File: src/rtl/sscoreboard_if.sv
// Pipeline-to-scoreboard bundle: ID query/issue, writeback retire, and stall/busy/error status.
// The pipeline side takes the master modport; the scoreboard takes the slave modport.
interface sscoreboard_if #(
  parameter int NUM_REGS   = 32,
  parameter int ADDR_WIDTH = 5
);
  logic [ADDR_WIDTH-1:0] id_rs1_addr;
  logic [ADDR_WIDTH-1:0] id_rs2_addr;
  logic                  id_uses_rs1;
  logic                  id_uses_rs2;
  logic [ADDR_WIDTH-1:0] id_rd_addr;
  logic                  id_writes_rd;
  logic                  issue_fire;
  logic                  issue_kill;
  logic                  wb_valid;
  logic [ADDR_WIDTH-1:0] wb_rd_addr;
  logic                  stall_pipeline;
  logic [NUM_REGS-1:0]   busy_vec;
  logic                  underflow_err;

  modport master (
    output id_rs1_addr, id_rs2_addr, id_uses_rs1, id_uses_rs2,
           id_rd_addr, id_writes_rd, issue_fire, issue_kill,
           wb_valid, wb_rd_addr,
    input  stall_pipeline, busy_vec, underflow_err
  );

  modport slave (
    input  id_rs1_addr, id_rs2_addr, id_uses_rs1, id_uses_rs2,
           id_rd_addr, id_writes_rd, issue_fire, issue_kill,
           wb_valid, wb_rd_addr,
    output stall_pipeline, busy_vec, underflow_err
  );
endinterface

File: src/rtl/sscoreboard.sv
// Per-register pending-write counters; issue visible next cycle, writeback bypassed same cycle; stall is combinational.
// Optional SSCOREBOARD_WAW_CHECK_EN also stalls ID while its rd has any write outstanding.
module sscoreboard #(
  parameter int NUM_REGS    = 32,
  parameter int MAX_PENDING = 3,
  parameter int ADDR_WIDTH  = 5
) (
  input logic          clk,
  input logic          rst,
  sscoreboard_if.slave sb
);

  localparam int CW = $clog2(MAX_PENDING + 1);

  logic [CW-1:0]       count [NUM_REGS];
  logic [CW-1:0]       eff   [NUM_REGS];
  logic [NUM_REGS-1:0] inc_vec;
  logic [NUM_REGS-1:0] dec_vec;
  logic                wb_eff;
  logic                iss_eff;
  logic                rd_tracked;
  logic                raw_stall;
  logic                struct_stall;
  logic                waw_stall;
  logic                stall;
  logic                underflow;
  logic                err_q;

  assign wb_eff     = sb.wb_valid && (sb.wb_rd_addr != '0);
  assign rd_tracked = sb.id_writes_rd && (sb.id_rd_addr != '0);

  // Same-cycle writeback bypass: the retiring write is already accounted for in queries.
  always_comb begin
    for (int r = 0; r < NUM_REGS; r++) begin
      eff[r] = count[r];
      if (wb_eff && (sb.wb_rd_addr == ADDR_WIDTH'(r)) && (count[r] != '0))
        eff[r] = count[r] - CW'(1);
    end
  end

  assign raw_stall = (sb.id_uses_rs1 && (sb.id_rs1_addr != '0) && (eff[sb.id_rs1_addr] != '0)) ||
                     (sb.id_uses_rs2 && (sb.id_rs2_addr != '0) && (eff[sb.id_rs2_addr] != '0));

  assign struct_stall = rd_tracked && (eff[sb.id_rd_addr] == CW'(MAX_PENDING));

`ifdef SSCOREBOARD_WAW_CHECK_EN
  assign waw_stall = rd_tracked && (eff[sb.id_rd_addr] != '0);
`else
  assign waw_stall = 1'b0;
`endif

  assign stall   = raw_stall || struct_stall || waw_stall;
  assign iss_eff = sb.issue_fire && !sb.issue_kill && !stall && rd_tracked;

  always_comb begin
    inc_vec = '0;
    dec_vec = '0;
    for (int r = 1; r < NUM_REGS; r++) begin
      inc_vec[r] = iss_eff && (sb.id_rd_addr == ADDR_WIDTH'(r));
      dec_vec[r] = wb_eff && (sb.wb_rd_addr == ADDR_WIDTH'(r));
    end
  end

  // A matching issue in the same cycle absorbs the writeback, so no underflow then.
  assign underflow = wb_eff && (count[sb.wb_rd_addr] == '0) &&
                     !(iss_eff && (sb.id_rd_addr == sb.wb_rd_addr));

  always_ff @(posedge clk or posedge rst) begin
    if (rst) begin
      for (int r = 0; r < NUM_REGS; r++)
        count[r] <= '0;
      err_q <= 1'b0;
    end else begin
      for (int r = 1; r < NUM_REGS; r++) begin
        if (inc_vec[r] && !dec_vec[r])
          count[r] <= count[r] + CW'(1);
        else if (dec_vec[r] && !inc_vec[r] && (count[r] != '0))
          count[r] <= count[r] - CW'(1);
      end
      if (underflow)
        err_q <= 1'b1;
    end
  end

  always_comb begin
    sb.busy_vec = '0;
    for (int r = 1; r < NUM_REGS; r++)
      sb.busy_vec[r] = (count[r] != '0);
  end

  assign sb.stall_pipeline = stall;
  assign sb.underflow_err  = err_q;

endmodule

File: src/flat_wrapper.sv
// flat-port wrapper written by rule: the top's interface ports become plain ports
module sscoreboard_flat 
#(
  parameter int NUM_REGS    = 32,
  parameter int MAX_PENDING = 3,
  parameter int ADDR_WIDTH  = 5
)
  (clk, rst, sb_id_rs1_addr, sb_id_rs2_addr, sb_id_uses_rs1, sb_id_uses_rs2, sb_id_rd_addr, sb_id_writes_rd, sb_issue_fire, sb_issue_kill, sb_wb_valid, sb_wb_rd_addr, sb_stall_pipeline, sb_busy_vec, sb_underflow_err);
  sscoreboard_if #(.NUM_REGS(NUM_REGS), .ADDR_WIDTH(ADDR_WIDTH)) sb_i ();
  input logic clk;
  input logic rst;
  input wire logic [$bits(sb_i.id_rs1_addr)-1:0] sb_id_rs1_addr;
  input wire logic [$bits(sb_i.id_rs2_addr)-1:0] sb_id_rs2_addr;
  input wire logic [$bits(sb_i.id_uses_rs1)-1:0] sb_id_uses_rs1;
  input wire logic [$bits(sb_i.id_uses_rs2)-1:0] sb_id_uses_rs2;
  input wire logic [$bits(sb_i.id_rd_addr)-1:0] sb_id_rd_addr;
  input wire logic [$bits(sb_i.id_writes_rd)-1:0] sb_id_writes_rd;
  input wire logic [$bits(sb_i.issue_fire)-1:0] sb_issue_fire;
  input wire logic [$bits(sb_i.issue_kill)-1:0] sb_issue_kill;
  input wire logic [$bits(sb_i.wb_valid)-1:0] sb_wb_valid;
  input wire logic [$bits(sb_i.wb_rd_addr)-1:0] sb_wb_rd_addr;
  output wire logic [$bits(sb_i.stall_pipeline)-1:0] sb_stall_pipeline;
  output wire logic [$bits(sb_i.busy_vec)-1:0] sb_busy_vec;
  output wire logic [$bits(sb_i.underflow_err)-1:0] sb_underflow_err;
  assign sb_i.id_rs1_addr = sb_id_rs1_addr;
  assign sb_i.id_rs2_addr = sb_id_rs2_addr;
  assign sb_i.id_uses_rs1 = sb_id_uses_rs1;
  assign sb_i.id_uses_rs2 = sb_id_uses_rs2;
  assign sb_i.id_rd_addr = sb_id_rd_addr;
  assign sb_i.id_writes_rd = sb_id_writes_rd;
  assign sb_i.issue_fire = sb_issue_fire;
  assign sb_i.issue_kill = sb_issue_kill;
  assign sb_i.wb_valid = sb_wb_valid;
  assign sb_i.wb_rd_addr = sb_wb_rd_addr;
  assign sb_stall_pipeline = sb_i.stall_pipeline;
  assign sb_busy_vec = sb_i.busy_vec;
  assign sb_underflow_err = sb_i.underflow_err;
  sscoreboard #(.NUM_REGS(NUM_REGS), .MAX_PENDING(MAX_PENDING), .ADDR_WIDTH(ADDR_WIDTH)) u_core (.clk(clk), .rst(rst), .sb(sb_i));
endmodule
File: config.mk
export PLATFORM = sky130hd
export DESIGN_NAME = sscoreboard_flat
export DESIGN_NICKNAME = d
export VERILOG_FILES = /design/src/rtl/sscoreboard_if.sv /design/src/rtl/sscoreboard.sv /design/src/flat_wrapper.sv
export SDC_FILE = /design/constraint.sdc
export NUM_CORES = 1
export LEC_CHECK = 0
export CAP_MARGIN = 15
export CELL_PAD_IN_SITES_DETAIL_PLACEMENT = 0
export CELL_PAD_IN_SITES_GLOBAL_PLACEMENT = 1
export CORE_MARGIN = 4
export CORE_UTILIZATION = 30
export CTS_CLUSTER_DIAMETER = 100
export DETAILED_ROUTE_END_ITERATION = 16
export PLACE_DENSITY_LB_ADDON = 0.1
export SLEW_MARGIN = 40
export SYNTH_ARGS = -nofsm -noshare
export SYNTH_HDL_FRONTEND = slang
export SYNTH_SLANG_ARGS = --single-unit
File: constraint.sdc
create_clock -name clk -period 10.8 [get_ports clk]
set_input_delay 3.24 -clock clk [delete_from_list [all_inputs] [get_ports clk]]
set_output_delay 3.24 -clock clk [all_outputs]
set_load 0.01 [all_outputs]
# [Word-level counts from Yosys, hierarchy flattened]
# Cells that the tools add are included.
[op_classes] n_eq_ne=64 mux=106 bitwise=4 n_reduce_logical=339 n_addsub=63 magnitude_cmp=4
[op_table] cell="two-way mux 2 bit" count=102
[op_table] cell="logical AND 1 bit" count=201
[op_table] cell="== test 5 bit (second input constant)" count=32
[op_table] cell="nonzero test 2 bit" count=65
[op_table] cell="== test 5 x 4 -> 1 bit (second input constant)" count=16
[op_table] cell="logical NOT 1 bit" count=65
[op_table] cell="subtractor 2 x 1 -> 2 bit (second input constant)" count=32
[op_table] cell="adder 2 x 1 -> 2 bit (second input constant)" count=31
[op_table] cell="binary-select mux 2 bit (select 5 bit)" count=4
[op_table] cell="== test 5 x 3 -> 1 bit (second input constant)" count=8
[op_table] cell="greater-or-equal comparator 6 bit (second input constant)" count=4
[op_table] cell="inverter 5 -> 6 bit" count=4
[op_table] cell="== test 5 x 2 -> 1 bit (second input constant)" count=4
[op_table] cell="nonzero test 5 bit" count=4
[op_table] cell="== test 5 x 1 -> 1 bit (second input constant)" count=2
[op_table] cell="== test 5 bit" count=1
[op_table] cell="logical NOT 5 bit" count=1
[op_table] cell="== test 2 bit (second input constant)" count=1
[op_table] cell="logical NOT 2 bit" count=1
[op_table] cell="logical OR 1 bit" count=2
[word_totals] regBits=63 output_inout_bits=34 word_cells=612

# [Longest topological paths before layout]
# Gate-level depths: netlist (run 1).
[depth] ltp_word=21 depth_mapped=16 depth_no_buf=13

# [Least setup slack after synthesis (run 1)]
# OpenSTA, ideal clock, no wires.
[synth_path] kind="input-to-output" from="input sb_wb_rd_addr[4]" to="output sb_stall_pipeline" required_ps=7560 path_slack_ps=1615 arrival_ps=5945 cell_stages=12 path_cell_list="buf_2 or4b_1 buf_2 nor3_4 o311ai_1 and4b_1 o31ai_2 a2111oi_4 nor4_4 and2_1 buf_6 clkinv_2"
[synth_between] elab_chain_len=12 word_cells_on_any_way=147 cone_classes="eq/ne (32); mux (41); reduce/logical (74)"
[synth_lines] element="start, declared" line_no="flat_wrapper.sv:21" source="input wire logic [$bits(sb_i.wb_rd_addr)-1:0] sb_wb_rd_addr;"
[synth_lines] element="nonzero test 5 bit" line_no="sscoreboard.sv:29" source="assign wb_eff = sb.wb_valid && (sb.wb_rd_addr != '0);"
[synth_lines] element="logical AND 1 bit" line_no="sscoreboard.sv:29"
[synth_lines] element="logical AND 1 bit (2 in series)" line_no="sscoreboard.sv:36" source="if (wb_eff && (sb.wb_rd_addr == ADDR_WIDTH'(r)) && (count[r] != '0))"
[synth_lines] element="two-way mux 2 bit" line_no="sscoreboard.sv:36"
[synth_lines] element="binary-select mux 2 bit (select 5 bit), on equally long branches" line_no="sscoreboard.sv:41, sscoreboard.sv:42"
[synth_lines] element="two-way mux 2 bit, on equally long branches (2 in series)" line_no="sscoreboard.sv:41, sscoreboard.sv:42"
[synth_lines] element="nonzero test 2 bit, on equally long branches" line_no="sscoreboard.sv:41, sscoreboard.sv:42"
[synth_lines] element="logical AND 1 bit, on equally long branches" line_no="sscoreboard.sv:41, sscoreboard.sv:42"
[synth_lines] element="logical OR 1 bit" line_no="sscoreboard.sv:41" source="assign raw_stall = (sb.id_uses_rs1 && (sb.id_rs1_addr != '0) && (eff[sb.id_rs1_addr] != '0)) ||"
[synth_lines] element="logical OR 1 bit (*)" line_no="sscoreboard.sv:52" source="assign stall = raw_stall || struct_stall || waw_stall;"
[synth_lines] element="end, declared" line_no="flat_wrapper.sv:22" source="output wire logic [$bits(sb_i.stall_pipeline)-1:0] sb_stall_pipeline;"
# Every way passes the cells marked *; elsewhere a longest branch is shown, timed or not. The select of a mux whose other input is x is not followed.

# [Worst setup path after layout (run 1)]
[layout_path] from="input sb_wb_rd_addr[0]" to="output sb_stall_pipeline"
# Same word-level chain as after synthesis.

==> results.yml, run 1 <==
drt:
  wl_per_cell_um: 24.7
  drt_wl_total_um: 39100
  ant_nets: 0
  route.detailed.drc: 0
  vias: 9593
  drt_iter0_drc: 1067
  first_pass_iters: 6
  vias_per_cell: 6.05
synthesis:
  ys_types: 92
  synth_cells: 1129
  yosysWarnings: 2
  seq_area_frac_synth_pct: 18.6
  synth_edf_count: 0
  synth_area_per_cell_um2: 7.53
  synth_nets: 1188
  synth_ff_type: "dfrtp_1"
  synthArstFlopShare_pct: 100
  ys_seq_elements: 63
  syn_area_um2: 8500
floorplanning:
  initial_utilization_pct: 30.5
  die_y_um: 176
  die_x_um: 176
  ios: 62
  placementRows: 61
  core_um2: 27900
  dieArea_um2: 31100
cells_and_area:
  fin_area_um2: 10200
  n_fill_cell: 2951
  register_area_um2: 1580
  multiInputGateArea_um2: 6160
  area_growth_pct: 19.6
  layout_common_cells: "inv_1 (117), nand2_1 (85), buf_4 (77)"
  nets: 1260
  drive_above_1_share_pct: 12.0
  final_common_cell: "inv_1"
clock_tree:
  cts.path.max_buffers: 2
  clk_pin_slew_ns: 0.07
  cts_sinks: 63
  clkLatencyLatePin_ns: 0.36
  cts_setup_buffers: 0
  cts_resized: 0
  cts_root_buf: "clkbuf_16"
  cts_hold_buf: 0
  cts_buffers: 9
  cts_tree: "yes"
  htree_levels: 3
setup_path:
  critPathKind: "primary input to output port"
  cpPeakStageDelay_ns: 0.82
  critPathTopFamily: "buffers and inverters"
  critPathMaxFanout: 10
  crit_path_start_kind: "primary input"
  crit_path_top_delay_cell: "a2111oi_4"
  critPathArrivalTime_ns: 7.36
  required_ns: 7.56
  path_cells: "clkdlybuf4s50_1, and4b_1, nand3_1, o311ai_0, buf_4, and4b_1, o31ai_2, a2111oi_4, nor4_4, and2_1, clkinv_2, clkdlybuf4s50_1"
  critical_path_buf_inv_count: 4
  rrSetupSlack_ns: 6.35
  end_kind: "output port"
timing:
  tns_ns: 0
  timing_hold_violations_final: 0
  fin_crit_sh_pct: 98.1
  setup_viol: 0
  maxSlewViolCount: 0
  min_period_ns: 10.60
  slew_headroom_pct: 38.6
  max_freq_mhz: 94.3
  rsz0062_at_grt: "false"
  finClkSkew_ns: 0.00898
  worst_pin_slew_ns: 0.913
min_path:
  hold_class: "flop to flop"
pwr:
  leakagePower_uw: 0.00401
  power_uw: 2080
  power_density_nw_per_um2: 205
  irDropWorstVdd_mv: 0.0831
placed_design:
  place_area_um2: 9880
  gp_congestion: 0.929
  hpwl_um: 29800
  io_buffers: 60
global_route:
  antenna_found_initial: 1
  grt-ovfl-total: 0
  grt_start_max_net_pins: 64
  grt_pass1_wl_um: 58100
  grt_util_all_layers_pct: 24.7
  grt_pass1_vias: 9043
status:
  run_status: "complete, no violations"
flow_run:
  drv_cap: 0
[power by group]
part           total, µW  switching [µW]  internal (µW)
combinational       1300             762            538
clock                305             143            162
sequential           475             144            332
[state kept, by name (all words and copies together), names as in the netlist]
signal,count
u_core.sb.underflow_err,1
u_core.count,62
[cell type report]
class | instances | share of cell area (%)
multi-input cells | 868 | 60.6
clock buffers | 11 | 2.39
flip-flops and latches | 63 | 15.5
well taps | 378 | 4.65
inverters | 119 | 4.41
clock inverters | 5 | 0.332
repair buffers | 140 | 12.1
diodes | 1 | 0.0246
[logic make-up after synthesis]
logic type               Yosys count  share of synthesized area (%)
adder cells (fa/ha/maj)           31                           4.56
XOR/XNOR                          50                           5.15
multiplexers                      45                           6.08
AO/OA/AOI/OAI                    321                           29.0
buffers and inverters            198                           9.45
AND/OR/NAND/NOR                  420                           27.1
flip-flops                        63                           18.6
other                              1                         0.0441
[synthesized netlist by cell type (12+ instances only)]
cell type | count | area share (%)
nand3_1 | 59 | 3.5
inv_1 | 118 | 5.2
ha_1 | 31 | 4.6
nand4_1 | 31 | 2.3
a31oi_1 | 21 | 1.5
a211oi_1 | 12 | 1.1
o21ai_0 | 32 | 1.9
mux2i_1 | 37 | 4.4
nor4_1 | 15 | 1.1
a21oi_1 | 32 | 1.9
xnor2_1 | 50 | 5.2
o311ai_0 | 24 | 2.5
o31ai_1 | 28 | 2.5
nor3_1 | 41 | 2.4
and3_1 | 12 | 0.88
and2_1 | 12 | 0.88
nor2_1 | 79 | 3.5
dfrtp_1 | 63 | 19
o211ai_1 | 23 | 2.0
nor2b_1 | 15 | 1.1
buf_2 | 20 | 1.2
clkbuf_1 | 44 | 1.9
nand2_1 | 85 | 3.8
[per-layer routing]
| layer | track usage [%] | vias up | part of all wire, % | routed length (µm) |
|---|---|---|---|---|
| met1 | 35.5 | 4689 | 46 | 18000 |
| met3 | 5.14 | 70 | 8.0 | 3120 |
| met5 | 0 | - | 0.036 | 14 |
| met2 | 37.1 | 415 | 43 | 16900 |
| met4 | 7.86 | 2 | 2.5 | 996 |
| li1 | - | 4417 | - | - |
[worst paths after layout]
| kind | from | to | depth (start not counted) |
|---|---|---|---|
| worst max-delay path | sb_wb_rd_addr[0] | sb_stall_pipeline | 12 |
| worst min-delay path | u_core.count[22] | u_core.count[22] | 1 |
| worst max register to register | u_core.count[8] | u_core.count[51] | 13 |
| worst min register to register | u_core.count[22] | u_core.count[22] | 1 |
| max in group asynchronous | rst | u_core.count[47] | 3 |
| min in group asynchronous | rst | u_core.count[28] | 3 |
[stage by stage]
step	setup slack [ns]	std cells	utilization, %	hold WS [ns]
after global routing	0.0107	1584	36.5	0.548
after CTS	0.244	1584	36.5	0.514
after floorplan	1.61	1129	-	0.468
final	0.200	1585	36.5	0.513
after detailed placement	0.247	1568	35.5	0.500
after global placement	0.200	1568	35.4	0.501
[worst register-to-register path: cells and delay by family (launching register included)]
family	cells	cell delay, ns
buf+inv	2	0.77
simple gates	4	1.39
compound gates	6	1.56
flops	1	0.40
fa+ha+maj	1	0.21
(Power assumes the default switching activity.)
==> run 2, diff against run 1 <==
- CORE_UTILIZATION: 30 -> 49
- SETUP_SLACK_MARGIN: unset -> 0.05
==> results.yml, run 2 (synthesized netlist as in run 1, its figures left out) <==
min_path:
  hold_path_end: "u_core.sb.underflow_err"
  whs_path_depth: 2
  hold_class: "flop to flop"
  min_from: "u_core.sb.underflow_err"
timing:
  rsz0062_at_grt: "false"
  tns_ns: 0
  finClkSkew_ns: 0.0109
  setup_viol: 0
  slew_headroom_pct: 40.6
  fin_crit_sh_pct: 98.4
  max_freq_mhz: 94.1
  maxSlewViolCount: 0
  timing_hold_violations_final: 0
  worst_pin_slew_ns: 0.883
  min_period_ns: 10.63
pwr:
  irDropWorstVdd_mv: 0.124
  leakagePower_uw: 0.00388
  swShare_pct: 49.0
  seqPwrFrac_pct: 23.1
  internal_power_uw: 1050
  power_density_nw_per_um2: 210
  clkPwrFrac_pct: 15.4
  p_comb_share_pct: 61.5
  p_switching_uw: 1000
drt:
  ant_nets: 0
  wl_met2_um: 14900
  top_layer_used: "met5"
  first_pass_iters: 5
  vias_per_cell: 6.98
  route.detailed.drc: 0
  routed-wl-met3_um: 3930
  vias: 9762
  drt_wl_total_um: 34700
  wirelength_met1_um: 14600
  wl_per_cell_um: 24.9
  drt_iter0_drc: 1273
clock_tree:
  cts_root_buf: "clkbuf_16"
  cts_buffers: 9
  cts_setup_buffers: 0
  cts_tree: "yes"
  clkLatencyLatePin_ns: 0.35
  cts_resized: 0
  cts_sinks: 63
  cts.path.max_buffers: 2
  cts_hold_buf: 0
  htree_levels: 3
  clk_pin_slew_ns: 0.06
setup_path:
  r2r_cells: 12
  worstReg2RegStart: "u_core.count[4]"
  critPathArrivalTime_ns: 7.39
  worstReg2RegEnd: "u_core.count[29]"
  end_kind: "output port"
  rrSetupSlack_ns: 6.34
  critPathMaxFanout: 12
  required_ns: 7.56
  crit_path_start_kind: "primary input"
  critPathKind: "primary input to output port"
placed_design:
  io_buffers: 60
  hpwl_um: 26300
  gp_congestion: 1.05
  place_area_um2: 9440
global_route:
  grt_start_max_net_pins: 64
  grt_pass1_vias: 9159
  antenna_found_initial: 1
  grt-ovfl-total: 0
  grt_pass1_wl_um: 53400
  grt_util_all_layers_pct: 34.6
cells_and_area:
  regMostFlops: "u_core.count"
  multiInputGateArea_um2: 6150
  drive_above_1_share_pct: 9.68
  area_growth_pct: 14.6
  register_area_um2: 1580
  fin_area_um2: 9740
  num_antenna_cells: 0
  n_fill_cell: 1631
  largest_register_ffs: 62
  layout_common_cells: "inv_1 (117), nand2_1 (85), nor2_1 (77)"
  nets: 1232
  final_common_cell: "inv_1"
floorplanning:
  ios: 62
  initial_utilization_pct: 50.7
  core_um2: 16800
  dieArea_um2: 19500
  die_y_um: 140
  placementRows: 47
  die_x_um: 140
status:
  run_status: "complete, no violations"
flow_run:
  drv_cap: 0
-- run 2: worst max path at each step --
| stage | endpoint | from | slack [ns] | cells after the start |
|---|---|---|---|---|
| 5_1_grt | sb_stall_pipeline | sb_wb_rd_addr[2] | 0.14 | 12 |
| 6_report | sb_stall_pipeline | sb_wb_rd_addr[2] | 0.17 | 12 |
| 2_1_floorplan | sb_stall_pipeline | sb_wb_rd_addr[4] | 1.61 | 12 |
| 3_5_place_dp | sb_stall_pipeline | sb_wb_rd_addr[2] | 0.35 | 12 |
| 3_3_place_gp | sb_stall_pipeline | sb_wb_rd_addr[2] | 0.38 | 12 |
| 4_1_cts | sb_stall_pipeline | sb_wb_rd_addr[2] | 0.36 | 12 |
-- run 2: power by group through the flow --
stage | clock network (µW) | logic (µW) | registers [µW]
final | 316 | 1260 | 473
after global routing | 330 | 1370 | 487
after CTS | 321 | 1240 | 466
after detailed placement | 0 | 1230 | 470
after global placement | 0 | 1230 | 471
after floorplan | 0 | 872 | 417
-- run 2: stage by stage --
step	cells	setup WS (ns)	power [µW]	util [%]	hold WS, ns
2_1_floorplan	1129	1.61	1290	-	0.468
3_3_place_gp	1382	0.383	1700	56.2	0.494
3_5_place_dp	1382	0.353	1700	56.3	0.478
4_1_cts	1398	0.359	2020	58.1	0.510
5_1_grt	1398	0.140	2190	58.1	0.526
6_report	1398	0.175	2050	58.1	0.518
-- run 2: critical path, stage by stage --
cell	delay [ns]
clkdlybuf4s50_1	0.75
buf_4	0.33
nor2_1	0.51
nand3_1	0.31
o311a_1	0.40
or4_1	0.49
o211ai_1	0.16
and4_1	0.31
nor4_4	0.07
and2_1	0.19
clkinv_2	0.07
clkdlybuf4s50_1	0.53
-- run 2: per-layer routing --
layer  track usage [%]  up-vias
met5                 0        -
li1                  -     4360
met1              47.1     4674
met2              52.2      620
met3              9.13      106
met4              13.6        2
-- run 2: area by class of cell --
class / instances / area share, %
Tap cell: 220 / 2.83
Multi-Input combinational cell: 868 / 63.1
Sequential cell: 63 / 16.2
Clock inverter: 6 / 0.706
Timing Repair Buffer: 112 / 10.2
Clock buffer: 10 / 2.45
Inverter: 119 / 4.60
==> run 3, diff against run 2 <==
- CELL_PAD_IN_SITES_DETAIL_PLACEMENT: 0 -> 1
- clock period: 10.8 -> 12.6 ns (I/O delays scaled with it)
==> results.yml, run 3 (synthesized netlist as in run 1, its figures left out) <==
timing:
  timing_hold_violations_final: 0
  min_period_ns: 12.15
  worst_pin_slew_ns: 0.810
  rsz0062_at_grt: "false"
  maxSlewViolCount: 0
  slew_headroom_pct: 45.9
  setup_viol: 0
  finClkSkew_ns: 0.00805
  fin_crit_sh_pct: 96.5
  max_freq_mhz: 82.3
  tns_ns: 0
status:
  run_status: "complete, no violations"
placed_design:
  place_area_um2: 9320
  hpwl_um: 26700
  dp_cells: 1367
  gp_congestion: 0.978
  io_buffers: 60
floorplanning:
  die_y_um: 140
  core_um2: 16800
  initial_utilization_pct: 50.7
  die_x_um: 140
  placementRows: 47
  dieArea_um2: 19500
  ios: 62
drt:
  first_pass_iters: 6
  ant_nets: 0
  drt_iter0_drc: 1156
  wl_per_cell_um: 26.0
  drt_wl_total_um: 35900
  route.detailed.drc: 0
  vias_per_cell: 7.15
  vias: 9880
setup_path:
  path_cells: "clkdlybuf4s50_1, nor2b_1, buf_4, nand3_1, o311ai_0, a41o_1, o31ai_2, a2111oi_4, nor4_4, and2_1, clkinv_2, clkdlybuf4s50_1"
  crit_path_start_kind: "primary input"
  crit_cells: 12
  cpPeakStageDelay_ns: 0.99
  crit_path_top_delay_cell: "clkdlybuf4s50_1"
  critical_path_buf_inv_count: 4
  cpMostUsedCell: "clkdlybuf4s50_1"
  critPathMaxFanout: 14
  r2r_cells: 12
  critPathArrivalTime_ns: 8.37
  rrSetupSlack_ns: 8.27
  critPathTopFamily: "buffers and inverters"
  worstReg2RegEnd: "u_core.count[29]"
  worstReg2RegStart: "u_core.count[4]"
  critPathKind: "primary input to output port"
  crit_start: "sb_wb_rd_addr[3]"
  end_kind: "output port"
  required_ns: 8.82
global_route:
  grt_start_max_net_pins: 64
  grt-ovfl-total: 0
  grt_pass1_vias: 9900
  grt_pass1_wl_um: 57300
  grt_util_all_layers_pct: 36.6
  antenna_found_initial: 0
clock_tree:
  cts_hold_buf: 0
  cts_root_buf: "clkbuf_16"
  cts_resized: 0
  cts_sinks: 63
  cts.path.max_buffers: 2
  htree_levels: 3
  clkLatencyLatePin_ns: 0.36
  cts_setup_buffers: 0
  cts_tree: "yes"
  cts_buffers: 9
  clk_pin_slew_ns: 0.06
cells_and_area:
  area_growth_pct: 13.6
  multiInputGateArea_um2: 6150
  drive_above_1_share_pct: 8.43
  nets: 1217
  n_fill_cell: 2114
  largest_register_ffs: 62
  num_antenna_cells: 0
  final_util_pct: 57.6
  regMostFlops: "u_core.count"
  layout_common_cells: "inv_1 (117), nand2_1 (85), nor2_1 (77)"
  register_area_um2: 1580
  finalNonFillerCells: 1382
  final_common_cell: "inv_1"
  fin_area_um2: 9660
min_path:
  whs_path_depth: 1
  hold_class: "flop to flop"
  min_from: "u_core.count[22]"
  hold_path_end: "u_core.count[22]"
pwr:
  power_density_nw_per_um2: 186
  leakagePower_uw: 0.00382
  irDropWorstVdd_mv: 0.107
flow_run:
  drv_cap: 0
## run 3: cell count changes in the layout (fill, tap and decap cells not counted), sizes merged
cell      delta
buf         -15
clkbuf       +2
clkinv       -2
bufinv       +1
clkinvlp     -1
inv          -1
## run 3: layout make-up
| type | count | share of cell area, % |
|---|---|---|
| clock buffer | 12 | 2.76 |
| clock inverter | 3 | 0.674 |
| sequential | 63 | 16.3 |
| inverter | 119 | 4.64 |
| tap | 220 | 2.85 |
| timing repair buffer | 97 | 9.11 |
| multi-input combinational | 868 | 63.6 |
## run 3: layer usage
metal | track usage [%] | share of wire (%) | vias up
met5 | 0 | 0 | -
met4 | 13.5 | 4.2 | 0
met3 | 9.95 | 11 | 133
met2 | 56.8 | 44 | 609
met1 | 48.8 | 40 | 4817
li1 | - | - | 4321
## run 3: how the worst max path moves through the flow
stage | slack (ns) | endpoint
2_1_floorplan | 2.33 | sb_stall_pipeline
3_3_place_gp | 0.79 | sb_stall_pipeline
3_5_place_dp | 0.65 | sb_stall_pipeline
4_1_cts | 0.61 | sb_stall_pipeline
5_1_grt | 0.38 | sb_stall_pipeline
6_report | 0.45 | sb_stall_pipeline
## run 3: stage by stage
step                      worst slack, ns  total power, µW  hold slack, ns
after global routing                0.382             1930           0.543
after global placement              0.788             1430           0.483
final                               0.447             1800           0.501
after CTS                           0.612             1780           0.503
after floorplan                      2.33             1100           0.468
after detailed placement            0.646             1470           0.492
## run 3: power breakdown
part           switching [µW]  total [µW]  internal [µW]
combinational             641        1090            450
sequential                126         411            285
clock                     107         296            188
total                     874        1800            923
